==> config.mk <==
export PLATFORM = sky130hd
export DESIGN_NAME = mac_requant
export DESIGN_NICKNAME = d
export VERILOG_FILES = /design/src/rtl/mac_requant.sv
export SDC_FILE = /design/constraint.sdc
export NUM_CORES = 1
export LEC_CHECK = 0
export ABC_CLOCK_PERIOD_IN_PS = 2600
export BUFFER_PORTS_ARGS = -buffer_cell sky130_fd_sc_hd__buf_4
export CORE_UTILIZATION = 53
export CTS_CLUSTER_SIZE = 28
export DETAILED_ROUTE_END_ITERATION = 16
export PLACE_DENSITY = 0.8
export SETUP_SLACK_MARGIN = 0.15
export SLEW_MARGIN = 40
export SYNTH_ARGS = -nofsm -noshare
export SYNTH_HDL_FRONTEND = slang
export SYNTH_SLANG_ARGS = --single-unit
==> constraint.sdc <==
create_clock -name clk -period 2.6 [get_ports clk]
set_input_delay 0.13 -clock clk [delete_from_list [all_inputs] [get_ports clk]]
set_output_delay 0.13 -clock clk [all_outputs]
set_load 0.005 [all_outputs]
==> src/rtl/mac_requant.sv <==
// Requantizes a wide unsigned MAC accumulator to BW bits: rounding shift by FRAC, then unsigned saturation.
// Latency 2 cycles; valid/ready with at most 2 words held, iReady drops only when both stages are full and oReady=0.
// Optional MAC_REQUANT_RNE_EN selects round-half-to-even; default is round-half-up.
`ifndef MAC_BW
`define MAC_BW 16
`endif

module mac_requant #(
    parameter int BW    = `MAC_BW,
    parameter int FRAC  = 15,
    parameter int CNT_W = 16
) (
    input  logic                clk,
    input  logic                rst_n,
    input  logic                iValid,
    output logic                iReady,
    input  logic [2*BW+3:0]     iData,
    output logic                oValid,
    input  logic                oReady,
    output logic [BW-1:0]       oData,
    output logic                oSat,
    input  logic                iClr,
    output logic [CNT_W-1:0]    satCnt
);
    localparam int IW = 2*BW+4;
    localparam int SW = 2*BW+5;
    localparam logic [SW-1:0] ROUND = SW'(1) << (FRAC-1);

    logic          r_v1, r_v2;
    logic [SW-1:0] r_q;
    logic [BW-1:0] r_dat;
    logic          r_sat;
    logic [CNT_W-1:0] r_cnt;

    logic          w_adv2, w_acc, w_xfer;
    logic [SW-1:0] w_sum, w_q;
    logic          w_sat;
    logic [BW-1:0] w_dat;

    assign w_adv2 = r_v1 & (~r_v2 | oReady);
    assign iReady = ~r_v1 | w_adv2;
    assign w_acc  = iValid & iReady;
    assign w_xfer = r_v2 & oReady;

    assign w_sum = {1'b0, iData} + ROUND;

`ifdef MAC_REQUANT_RNE_EN
    localparam logic [IW-1:0] MASK = (IW'(1) << FRAC) - IW'(1);
    localparam logic [IW-1:0] HALF = IW'(1) << (FRAC-1);
    logic w_tie;
    // An exact tie with an even truncated value keeps the truncation instead of rounding up.
    assign w_tie = ((iData & MASK) == HALF) & ~iData[FRAC];
    assign w_q   = w_tie ? ({1'b0, iData} >> FRAC) : (w_sum >> FRAC);
`else
    assign w_q   = w_sum >> FRAC;
`endif

    assign w_sat = |r_q[SW-1:BW];
    assign w_dat = w_sat ? {BW{1'b1}} : r_q[BW-1:0];

    always_ff @(posedge clk or negedge rst_n) begin
        if (!rst_n) begin
            r_v1 <= 1'b0;
            r_q  <= '0;
        end else begin
            if (w_acc) begin
                r_v1 <= 1'b1;
                r_q  <= w_q;
            end else if (w_adv2) begin
                r_v1 <= 1'b0;
            end
        end
    end

    always_ff @(posedge clk or negedge rst_n) begin
        if (!rst_n) begin
            r_v2  <= 1'b0;
            r_dat <= '0;
            r_sat <= 1'b0;
        end else begin
            if (w_adv2) begin
                r_v2  <= 1'b1;
                r_dat <= w_dat;
                r_sat <= w_sat;
            end else if (oReady) begin
                r_v2  <= 1'b0;
            end
        end
    end

    // Clear takes priority over a same-cycle saturated transfer; the count sticks at all-ones.
    always_ff @(posedge clk or negedge rst_n) begin
        if (!rst_n) begin
            r_cnt <= '0;
        end else if (iClr) begin
            r_cnt <= '0;
        end else if (w_xfer && r_sat && (r_cnt != {CNT_W{1'b1}})) begin
            r_cnt <= r_cnt + CNT_W'(1);
        end
    end

    assign oValid = r_v2;
    assign oData  = r_dat;
    assign oSat   = r_sat;
    assign satCnt = r_cnt;

endmodule

==> flow_metrics.py, run 1 <==
metrics = {
    "pwr": {
        "total_power_mw": 1.96,
        "power.leakage_nw": 1.49,
        "pwr_density_cell_mw_per_mm2": 546,
        "ir_drop_mv": 0.306,
    },
    "cts": {
        "clk_path_buf_depth": 2,
        "numCtsBuffers": 9,
        "cts_resized": 0,
        "post_cts_buffers": 0,
        "root_buffer": "clkbuf_8",
        "cts_tree": "built",
        "clock-sinks": 57,
        "clk_pin_slew_ns": 0.07,
        "postCtsHoldBufs": 2,
        "cts_max_level": 3,
        "clk_latency_ns": 0.33,
    },
    "sta": {
        "finClkSkew_ns": 0.00730,
        "finalSetupViolations": 0,
        "finalHoldViolations": 0,
        "max_slew_margin_pct": 52.8,
        "tightest_slew_ns": 0.706,
        "drv_slew": 0,
        "tns_ns": 0,
        "fin_crit_sh_pct": 81.4,
        "setup_ws_ns": 0.483,
        "fmax_mhz": 472,
        "rsz0062_at_grt": "no",
        "fin_crit_ns": 2.12,
    },
    "run_status": {
        "run_status": "complete, no violations",
    },
    "setup_path": {
        "worstPathRequired_ns": 2.81,
        "path_buf_inv": 0,
        "reg2reg_from": "oValid$_DFFE_PN0P_",
        "worstSetupStartpointType": "flop",
        "rrSetupSlack_ns": 0.48,
        "cp_top_family": "simple AND/OR/NAND/NOR gates",
        "crit_fanout": 13,
        "setup.worst_path.end_class": "flop",
        "slowest_stage": "or4_1",
        "r2r_end": "satCnt[11]$_DFFE_PN0P_",
        "reg2reg_depth": 4,
        "crit_chain": "nand3_2, or4_1, nor4_2, mux2_1",
        "slowest_delay_ns": 0.73,
        "cp.arrival_ns": 2.33,
        "worstSetupPathType": "flop to flop",
    },
    "final_layout": {
        "drive_above_1_share_pct": 24.0,
        "syn2layout_area_growth_pct": 23.6,
        "fin_nets": 419,
        "antennaDiodeCount": 0,
        "fillers": 425,
    },
    "synth": {
        "synthFlopType": "dfrtp_1",
        "async_reset_ff_share_pct": 100,
        "synth_cells": 318,
        "synth_area_leaders": "dfrtp_1, nor2_1, a21oi_1",
        "synth_enable_flop_cells": 0,
        "yosysSeqAreaShare_pct": 49.1,
        "syn_area_mm2": 0.00290,
        "ys_ff_latch": 57,
        "synth.distinct_cells": 39,
        "syn-num-nets": 361,
        "synthDominantCellAreaShare_pct": 49.1,
        "yosysTopAreaCell": "dfrtp_1",
        "yosysWarnings": 0,
        "syn_avg_cell_area_um2": 9.13,
    },
    "global_route": {
        "grt_overflow": 0,
        "grt_pass1_vias": 2225,
        "grt_max_degree": 58,
        "antenna_found_initial": 0,
        "grtUsageTotal_pct": 22.1,
        "grt_pass1_wl_um": 10000,
    },
    "min_path": {
        "hold_depth": 3,
        "hold_start": "iData[35]",
        "hold_class": "input pin to flop",
        "min_to": "r_q[21]$_DFFE_PN0P_",
    },
    "floorplanning": {
        "die_area_mm2": 0.00578,
        "die_h_um": 76.0,
        "core_mm2": 0.00520,
        "dieWidth_um": 76.0,
        "io_pins": 76,
        "row_count": 26,
        "initial_core_util_pct": 55.8,
    },
    "detailed_routing": {
        "drtPass1Iterations": 4,
        "num_vias": 2475,
        "antenna_left": 0,
        "wl_per_cell_um": 13.1,
        "drc": 0,
        "drt_iter0_drc": 143,
        "viasPerCell": 5.51,
        "wl_um": 5890,
    },
    "job": {
        "drv_cap": 0,
    },
    "placed_design": {
        "portBuffers": 61,
        "hpwl_um": 4070,
        "gp_congestion": 0.856,
        "dp_slack_ns": 0.514,
    },
}
[power breakdown]
group          switching [mW]  total, mW  internal, mW
Combinational           0.117      0.201        0.0841
Clock                   0.329      0.785         0.456
Sequential             0.0320      0.973         0.941
Total                   0.478       1.96          1.48
[flip-flops by register name (all words and copies together) (netlist names)]
| signal | count |
|---|---|
| r_v1 | 1 |
| oData | 16 |
| r_q | 22 |
| oSat | 1 |
| oValid | 1 |
| satCnt | 16 |
[kinds of logic after synthesis]
kind of cell	after synthesis	synth area share [%]
and+or+nand+nor	155	28.4
AOI/OAI and AO/OA	63	11.9
DFF	57	49.1
buffers and inverters	22	3.23
xor gates and xnor gates	11	3.32
muxes	8	3.10
adders and majority gates	2	0.862
[metrics by stage]
step	utilization (%)	instances	hold WS (ns)	instance area, um^2
2_1_floorplan	-	318	-0.166	2900
3_3_place_gp	65.0	433	0.223	3390
3_5_place_dp	65.0	433	0.219	3390
4_1_cts	69.0	449	0.0604	3590
5_1_grt	69.0	449	0.0841	3590
6_report	69.0	449	0.0680	3590
[layout by cell type (no fill, tap or decap), types with 6 or more instances in the layout]
cell type	instances
xor2_1	9
o21ai_0	22
a31oi_1	10
nand4_1	10
dfrtp_1	57
nor2_1	53
or4_1	6
a21oi_1	24
clkbuf_8	10
nand2_1	27
nor2b_1	7
mux2_2	6
nand3_1	10
o31ai_1	6
or3_1	10
buf_4	63
[Yosys cell counts, drive strengths merged (3+ instances only)]
cell	count
o31ai	6
and4	4
or3	10
buf	3
xor2	9
a21oi	24
nor3	3
o21ai	22
dfrtp	57
inv	4
a31oi	10
nand3	12
nand4	12
nor2	53
nor4	7
mux2	8
nand2	27
nor2b	7
and2	4
clkbuf	15
or4	6
[cell type report]
type	instances	area, um^2	share of cell area [%]
sequential	57	1430	39.7
multi-input combinational	239	1380	38.6
timing repair buffer	65	493	13.7
clock buffer	11	141	3.94
tap	70	87.6	2.44
clock inverter	3	42.5	1.19
inverter	4	15.0	0.418
[worst register-to-register path, delay by kind of cell (launching register included)]
| family | cells | cell delay (ns) |
|---|---|---|
| and+or+nand+nor | 3 | 1.26 |
| muxes | 1 | 0.34 |
| DFF | 1 | 0.40 |
[how the worst max path moves through the flow]
stage,from,end,slack [ns],cells after the start
after floorplan,satCnt[0]$_DFFE_PN0P_,satCnt[12]$_DFFE_PN0P_,0.76,6
after global placement,oValid$_DFFE_PN0P_,satCnt[11]$_DFFE_PN0P_,0.53,4
after detailed placement,oValid$_DFFE_PN0P_,satCnt[11]$_DFFE_PN0P_,0.51,4
after CTS,oValid$_DFFE_PN0P_,satCnt[11]$_DFFE_PN0P_,0.49,4
after global routing,oValid$_DFFE_PN0P_,satCnt[11]$_DFFE_PN0P_,0.37,4
final,oValid$_DFFE_PN0P_,satCnt[11]$_DFFE_PN0P_,0.48,4
[per-layer routing]
layer,GRT usage [%],share of wire (%)
met3,4.07,4.4
met5,0,0
met1,28.2,45
met4,11.9,1.6
met2,35.9,49
Note: power is estimated with default switching activity, not from simulation.
==> inputs of run 2 (changes only) <==
- ABC_AREA: not set -> 1
- ABC_CLOCK_PERIOD_IN_PS: 2600 -> 2200
- CORE_UTILIZATION: 53 -> 54
- clock period: 2.6 -> 2.2 ns (I/O delays scaled with it)
==> flow_metrics.py, run 2 <==
metrics = {
    "detailed_routing": {
        "drt_iter0_drc": 216,
        "num_vias": 3044,
        "drtPass1Iterations": 5,
        "viasPerCell": 5.17,
        "antenna_left": 0,
        "wl_um": 7140,
        "drc": 0,
        "wl_per_cell_um": 12.1,
    },
    "sta": {
        "finalSetupViolations": 0,
        "rsz0062_at_grt": "no",
        "fin_crit_ns": 1.74,
        "tightest_slew_ns": 0.690,
        "finalHoldViolations": 0,
        "drv_slew": 0,
        "finClkSkew_ns": 0.00640,
        "fmax_mhz": 574,
        "holdWs_ns": 0.0440,
        "fin_crit_sh_pct": 79.2,
        "tns_ns": 0,
        "max_slew_margin_pct": 54.0,
    },
    "synth": {
        "synthFlopType": "dfrtp_1",
        "synth_area_leaders": "dfrtp_1, nand2_1, nand3_1",
        "synth_cells": 446,
        "synth.most_common_cell": "nand2_1",
        "syn_area_mm2": 0.00326,
        "async_reset_ff_share_pct": 100,
        "yosysTopAreaCell": "dfrtp_1",
        "ys_ff_latch": 57,
        "yosysSeqAreaShare_pct": 43.8,
        "syn_avg_cell_area_um2": 7.31,
        "synthDominantCellAreaShare_pct": 43.8,
        "syn-num-nets": 489,
        "synth.distinct_cells": 30,
        "synth_enable_flop_cells": 0,
        "yosys-top-cells-count": "nand2_1, dfrtp_1, nand3_1",
        "yosysWarnings": 0,
    },
    "cts": {
        "numCtsBuffers": 9,
        "clock-sinks": 57,
        "clk_latency_ns": 0.34,
        "clk_path_buf_depth": 2,
        "clk_pin_slew_ns": 0.07,
        "cts_resized": 0,
        "cts_max_level": 3,
        "cts_tree": "built",
        "root_buffer": "clkbuf_8",
    },
    "setup_path": {
        "reg2reg_from": "satCnt[0]$_DFFE_PN0P_",
        "cp_top_family": "simple AND/OR/NAND/NOR gates",
        "reg2reg_depth": 8,
        "crit_fanout": 12,
        "slowest_delay_ns": 0.41,
        "worstPathRequired_ns": 2.43,
        "rrSetupSlack_ns": 0.46,
        "setup.worst_path.end_class": "flop",
        "path_common_cell": "nand2_1",
        "cp.arrival_ns": 1.98,
        "path_buf_inv": 0,
        "worstSetupPathType": "flop to flop",
        "worstSetupStartpointType": "flop",
        "crit_chain": "ha_1, nand2_2, nor2_4, nand2_4, o21bai_4, nand2_1, nand2_1, nand2_1",
        "r2r_end": "satCnt[7]$_DFFE_PN0P_",
        "slowest_stage": "dfrtp_1",
    },
    "global_route": {
        "grt_pass1_vias": 2715,
        "antenna_found_initial": 0,
        "grt_overflow": 0,
        "grtUsageTotal_pct": 25.6,
        "grt_pass1_wl_um": 12400,
        "grt_max_degree": 58,
    },
    "final_layout": {
        "top_register": "r_q",
        "largest_reg_flops": 22,
        "layout_common_cells": "nand2_1, buf_4, dfrtp_1",
        "antennaDiodeCount": 0,
        "fin_nets": 555,
        "drive_above_1_share_pct": 20.1,
        "layout_commonest_cell": "nand2_1",
        "syn2layout_area_growth_pct": 22.8,
    },
    "pwr": {
        "power.share.clock_pct": 37.0,
        "p_sw_share_pct": 28.1,
        "p_comb_share_pct": 19.5,
        "intPower_mw": 2.14,
        "power.leakage_nw": 2.04,
        "p_seq_share_pct": 43.5,
        "pwr_density_cell_mw_per_mm2": 743,
        "ir_drop_mv": 0.524,
        "power.switching_mw": 0.835,
    },
    "floorplanning": {
        "initial_core_util_pct": 57.4,
        "die_h_um": 79.7,
        "core_mm2": 0.00568,
        "die_area_mm2": 0.00635,
        "io_pins": 76,
        "row_count": 27,
        "dieWidth_um": 79.7,
    },
    "run_status": {
        "run_status": "complete, no violations",
    },
    "placed_design": {
        "portBuffers": 61,
        "gp_congestion": 0.892,
        "hpwl_um": 5330,
    },
    "min_path": {
        "hold_depth": 4,
        "hold_class": "input pin to flop",
        "min_to": "oValid$_DFFE_PN0P_",
        "hold_start": "oReady",
    },
    "job": {
        "drv_cap": 0,
    },
}
run 2: routing by layer:
layer	track usage (%)	wire (um)
met5	0	0
met4	10.0	89
met3	5.83	395
met2	37.3	3120
met1	36.5	3530
run 2: final cells by class:
cell class,instances,area [um^2]
Clock buffer,10,138
Clock inverter,6,90.1
Fill cell,464,1670
Inverter,50,188
Multi-Input combinational cell,330,1590
Sequential cell,57,1430
Tap cell,72,90.1
Timing Repair Buffer,64,483
run 2: what timing repair did:
| action | 4_1_cts | 5_1_grt |
|---|---|---|
| hold endpoints to repair | 57 | 0 |
| hold buffers | 1 | 0 |
| setup endpoints to repair | 0 | 0 |
| buffers inserted | 0 | 0 |
run 2: worst register-to-register path: stages (launching register included):
cell      delay (ns)
dfrtp_1         0.41
ha_1            0.23
nand2_2         0.09
nor2_4          0.16
nand2_4         0.10
o21bai_4        0.31
nand2_1         0.18
nand2_1         0.11
nand2_1         0.05
run 2: how the worst max path moves through the flow:
stage	start	end	slack [ns]	cells past startpoint
6_report	satCnt[0]$_DFFE_PN0P_	satCnt[7]$_DFFE_PN0P_	0.46	8
5_1_grt	satCnt[1]$_DFFE_PN0P_	satCnt[7]$_DFFE_PN0P_	0.31	8
4_1_cts	satCnt[0]$_DFFE_PN0P_	satCnt[7]$_DFFE_PN0P_	0.47	8
3_5_place_dp	satCnt[0]$_DFFE_PN0P_	satCnt[7]$_DFFE_PN0P_	0.48	8
3_3_place_gp	satCnt[0]$_DFFE_PN0P_	satCnt[7]$_DFFE_PN0P_	0.50	8
2_1_floorplan	satCnt[0]$_DFFE_PN0P_	satCnt[1]$_DFFE_PN0P_	0.76	8
run 2: power by group through the flow:
stage	Clock (mW)	Combinational, mW	Sequential (mW)
after CTS	1.12	0.585	1.29
after floorplan	0	0.295	1.30
after detailed placement	0	0.578	1.31
after global placement	0	0.566	1.30
final	1.10	0.580	1.29
after global routing	1.18	0.651	1.31
run 2: kinds of logic (layout without fill, tap and decap cells):
family	count (synthesis)	after routing	share of synthesized area (%)
adder cells (fa/ha/maj)	2	2	0.768
flip-flops	57	57	43.8
AND/OR/NAND/NOR	282	282	38.1
AO/OA/AOI/OAI	38	38	7.76
buffers and inverters	59	130	7.49
XOR/XNOR	8	8	2.15
run 2: per-stage QoR:
| stage | area (um^2) | cells | power, mW | util, % | setup slack (ns) |
|---|---|---|---|---|---|
| 2_1_floorplan | 3260 | 446 | 1.60 | - | 0.756 |
| 3_3_place_gp | 3760 | 572 | 1.87 | 66.3 | 0.502 |
| 3_5_place_dp | 3760 | 572 | 1.89 | 66.3 | 0.483 |
| 4_1_cts | 4000 | 589 | 3.00 | 70.5 | 0.468 |
| 5_1_grt | 4000 | 589 | 3.15 | 70.5 | 0.306 |
| 6_report | 4000 | 589 | 2.98 | 70.5 | 0.458 |
==> inputs of run 3 (changes only) <==
- ABC_AREA: 1 -> 0
- ABC_CLOCK_PERIOD_IN_PS: 2200 -> 1680
- CORE_UTILIZATION: 54 -> 53
- clock period: 2.2 -> 1.68 ns (I/O delays scaled with it)
==> flow_metrics.py, run 3 (synthesis gave the netlist of run 1 again) <==
metrics = {
    "sta": {
        "finalHoldViolations": 0,
        "fin_crit_ns": 1.79,
        "tns_ns": -0.480,
        "rsz0062_at_grt": "yes",
        "fmax_mhz": 558,
        "finClkSkew_ns": 0.00838,
        "drv_slew": 0,
        "max_slew_margin_pct": 53.6,
        "finalSetupViolations": 7,
        "tightest_slew_ns": 0.697,
        "setup_ws_ns": -0.113,
        "fin_crit_sh_pct": 107,
    },
    "setup_path": {
        "crit_chain": "ha_4, nand4_4, buf_6, nor4_4, buf_6, nor4b_4, mux2_4",
        "crit_fanout": 5,
        "rrSetupSlack_ns": -0.11,
        "slowest_delay_ns": 0.41,
        "worstSetupStartpointType": "flop",
        "r2r_end": "satCnt[15]$_DFFE_PN0P_",
        "cp_top_family": "simple AND/OR/NAND/NOR gates",
        "reg2reg_depth": 7,
        "worstPathRequired_ns": 1.90,
        "worst-path-stages": 7,
        "setup.worst_path.end_class": "flop",
        "path_buf_inv": 2,
        "slowest_stage": "dfrtp_1",
        "path_common_cell": "buf_6",
        "reg2reg_from": "satCnt[1]$_DFFE_PN0P_",
        "worstSetupPathType": "flop to flop",
        "cp.arrival_ns": 2.01,
    },
    "final_layout": {
        "fin_util_pct": 78.2,
        "layout_commonest_cell": "buf_4",
        "drive_above_1_share_pct": 36.5,
        "top_register": "r_q",
        "layout_common_cells": "buf_4, dfrtp_1, nor2_1",
        "largest_reg_flops": 22,
        "fin_nets": 452,
        "antennaDiodeCount": 0,
        "stdcell_count": 484,
        "fillers": 370,
        "syn2layout_area_growth_pct": 40.1,
    },
    "min_path": {
        "min_to": "r_q[19]$_DFFE_PN0P_",
        "hold_depth": 3,
        "hold_start": "iData[34]",
        "hold_class": "input pin to flop",
    },
    "pwr": {
        "p_sw_share_pct": 25.0,
        "ir_drop_mv": 0.484,
        "p_comb_share_pct": 10.9,
        "p_seq_share_pct": 46.1,
        "power.share.clock_pct": 43.0,
        "power.leakage_nw": 1.70,
        "total_power_mw": 3.26,
        "power.switching_mw": 0.817,
        "intPower_mw": 2.45,
        "pwr_density_cell_mw_per_mm2": 802,
    },
    "floorplanning": {
        "dieWidth_um": 76.0,
        "core_mm2": 0.00520,
        "io_pins": 76,
        "die_h_um": 76.0,
        "die_area_mm2": 0.00578,
        "initial_core_util_pct": 55.8,
        "row_count": 26,
    },
    "cts": {
        "clk_latency_ns": 0.33,
        "clock-sinks": 57,
        "cts_tree": "built",
        "numCtsBuffers": 9,
        "root_buffer": "clkbuf_8",
        "clk_path_buf_depth": 2,
        "cts_max_level": 3,
        "clk_pin_slew_ns": 0.07,
    },
    "global_route": {
        "grt_pass1_vias": 2540,
        "grt_pass1_wl_um": 11700,
        "grt-busiest-layer": "met2",
        "grt_util_met3_pct": 4.07,
        "antenna_found_initial": 0,
        "grt_overflow": 0,
        "grt_util_met1_pct": 32.4,
        "grtUsageTotal_pct": 25.5,
        "met2_usage_pct": 43.5,
        "grt_max_degree": 58,
    },
    "placed_design": {
        "dp_slack_ns": -0.194,
        "portBuffers": 61,
        "dpl.cell_count": 461,
        "gp_congestion": 0.776,
        "hpwl_um": 4580,
    },
    "detailed_routing": {
        "antenna_left": 0,
        "wl_um": 6880,
        "drc": 0,
        "drtPass1Iterations": 4,
        "wl_per_cell_um": 14.2,
        "drt_iter0_drc": 141,
        "num_vias": 2649,
        "viasPerCell": 5.47,
    },
    "run_status": {
        "run_status": "finished with violations",
        "violations": "setup timing",
    },
    "job": {
        "drv_cap": 0,
    },
}
## run 3: power by group through the flow
stage / clock [mW] / sequential [mW] / combinational (mW)
6_report: 1.40 / 1.50 / 0.354
5_1_grt: 1.48 / 1.51 / 0.405
4_1_cts: 1.42 / 1.50 / 0.350
3_5_place_dp: 0 / 1.53 / 0.338
3_3_place_gp: 0 / 1.52 / 0.328
2_1_floorplan: 0 / 1.52 / 0.170
## run 3: worst max path at each step
stage | startpoint | end
detailed placement | oValid$_DFFE_PN0P_ | satCnt[15]$_DFFE_PN0P_
floorplan | oValid$_DFFE_PN0P_ | satCnt[15]$_DFFE_PN0P_
global placement | oSat$_DFFE_PN0P_ | satCnt[15]$_DFFE_PN0P_
global route | satCnt[1]$_DFFE_PN0P_ | satCnt[15]$_DFFE_PN0P_
finish | satCnt[1]$_DFFE_PN0P_ | satCnt[15]$_DFFE_PN0P_
CTS | oValid$_DFFE_PN0P_ | satCnt[15]$_DFFE_PN0P_
## run 3: routing by layer
metal	routed length (um)	vias up
li1	-	1316
met1	3040	1242
met2	3450	74
met3	267	17
met4	126	0
met5	0	-
## run 3: timing repair
action,CTS,global route
hold endpoints to repair,58,0
resized for setup,16,22
pin swaps,3,4
hold buffers,2,0
endpoints found under the setup margin,16,25
buffers inserted,3,2
## run 3: worst min-delay path, stage by stage
cell and delay (ns):
buf_4 0.12, o31ai_1 0.06, a31oi_1 0.08
## run 3: layout make-up
type | instances | area (um^2) | share of cell area [%]
Sequential cell | 57 | 1430 | 35.1
Clock buffer | 9 | 124 | 3.04
Tap cell | 70 | 87.6 | 2.15
Multi-Input combinational cell | 239 | 1560 | 38.3
Clock inverter | 7 | 93.8 | 2.31
Inverter | 4 | 15.0 | 0.369
Timing Repair Buffer | 98 | 763 | 18.8
## run 3: stage by stage
step	instance area, um^2	hold WS, ns
CTS	3970	0.0250
global route	4070	0.0453
global placement	3640	0.177
floorplan	2950	-0.212
finish	4070	0.0366
detailed placement	3640	0.180
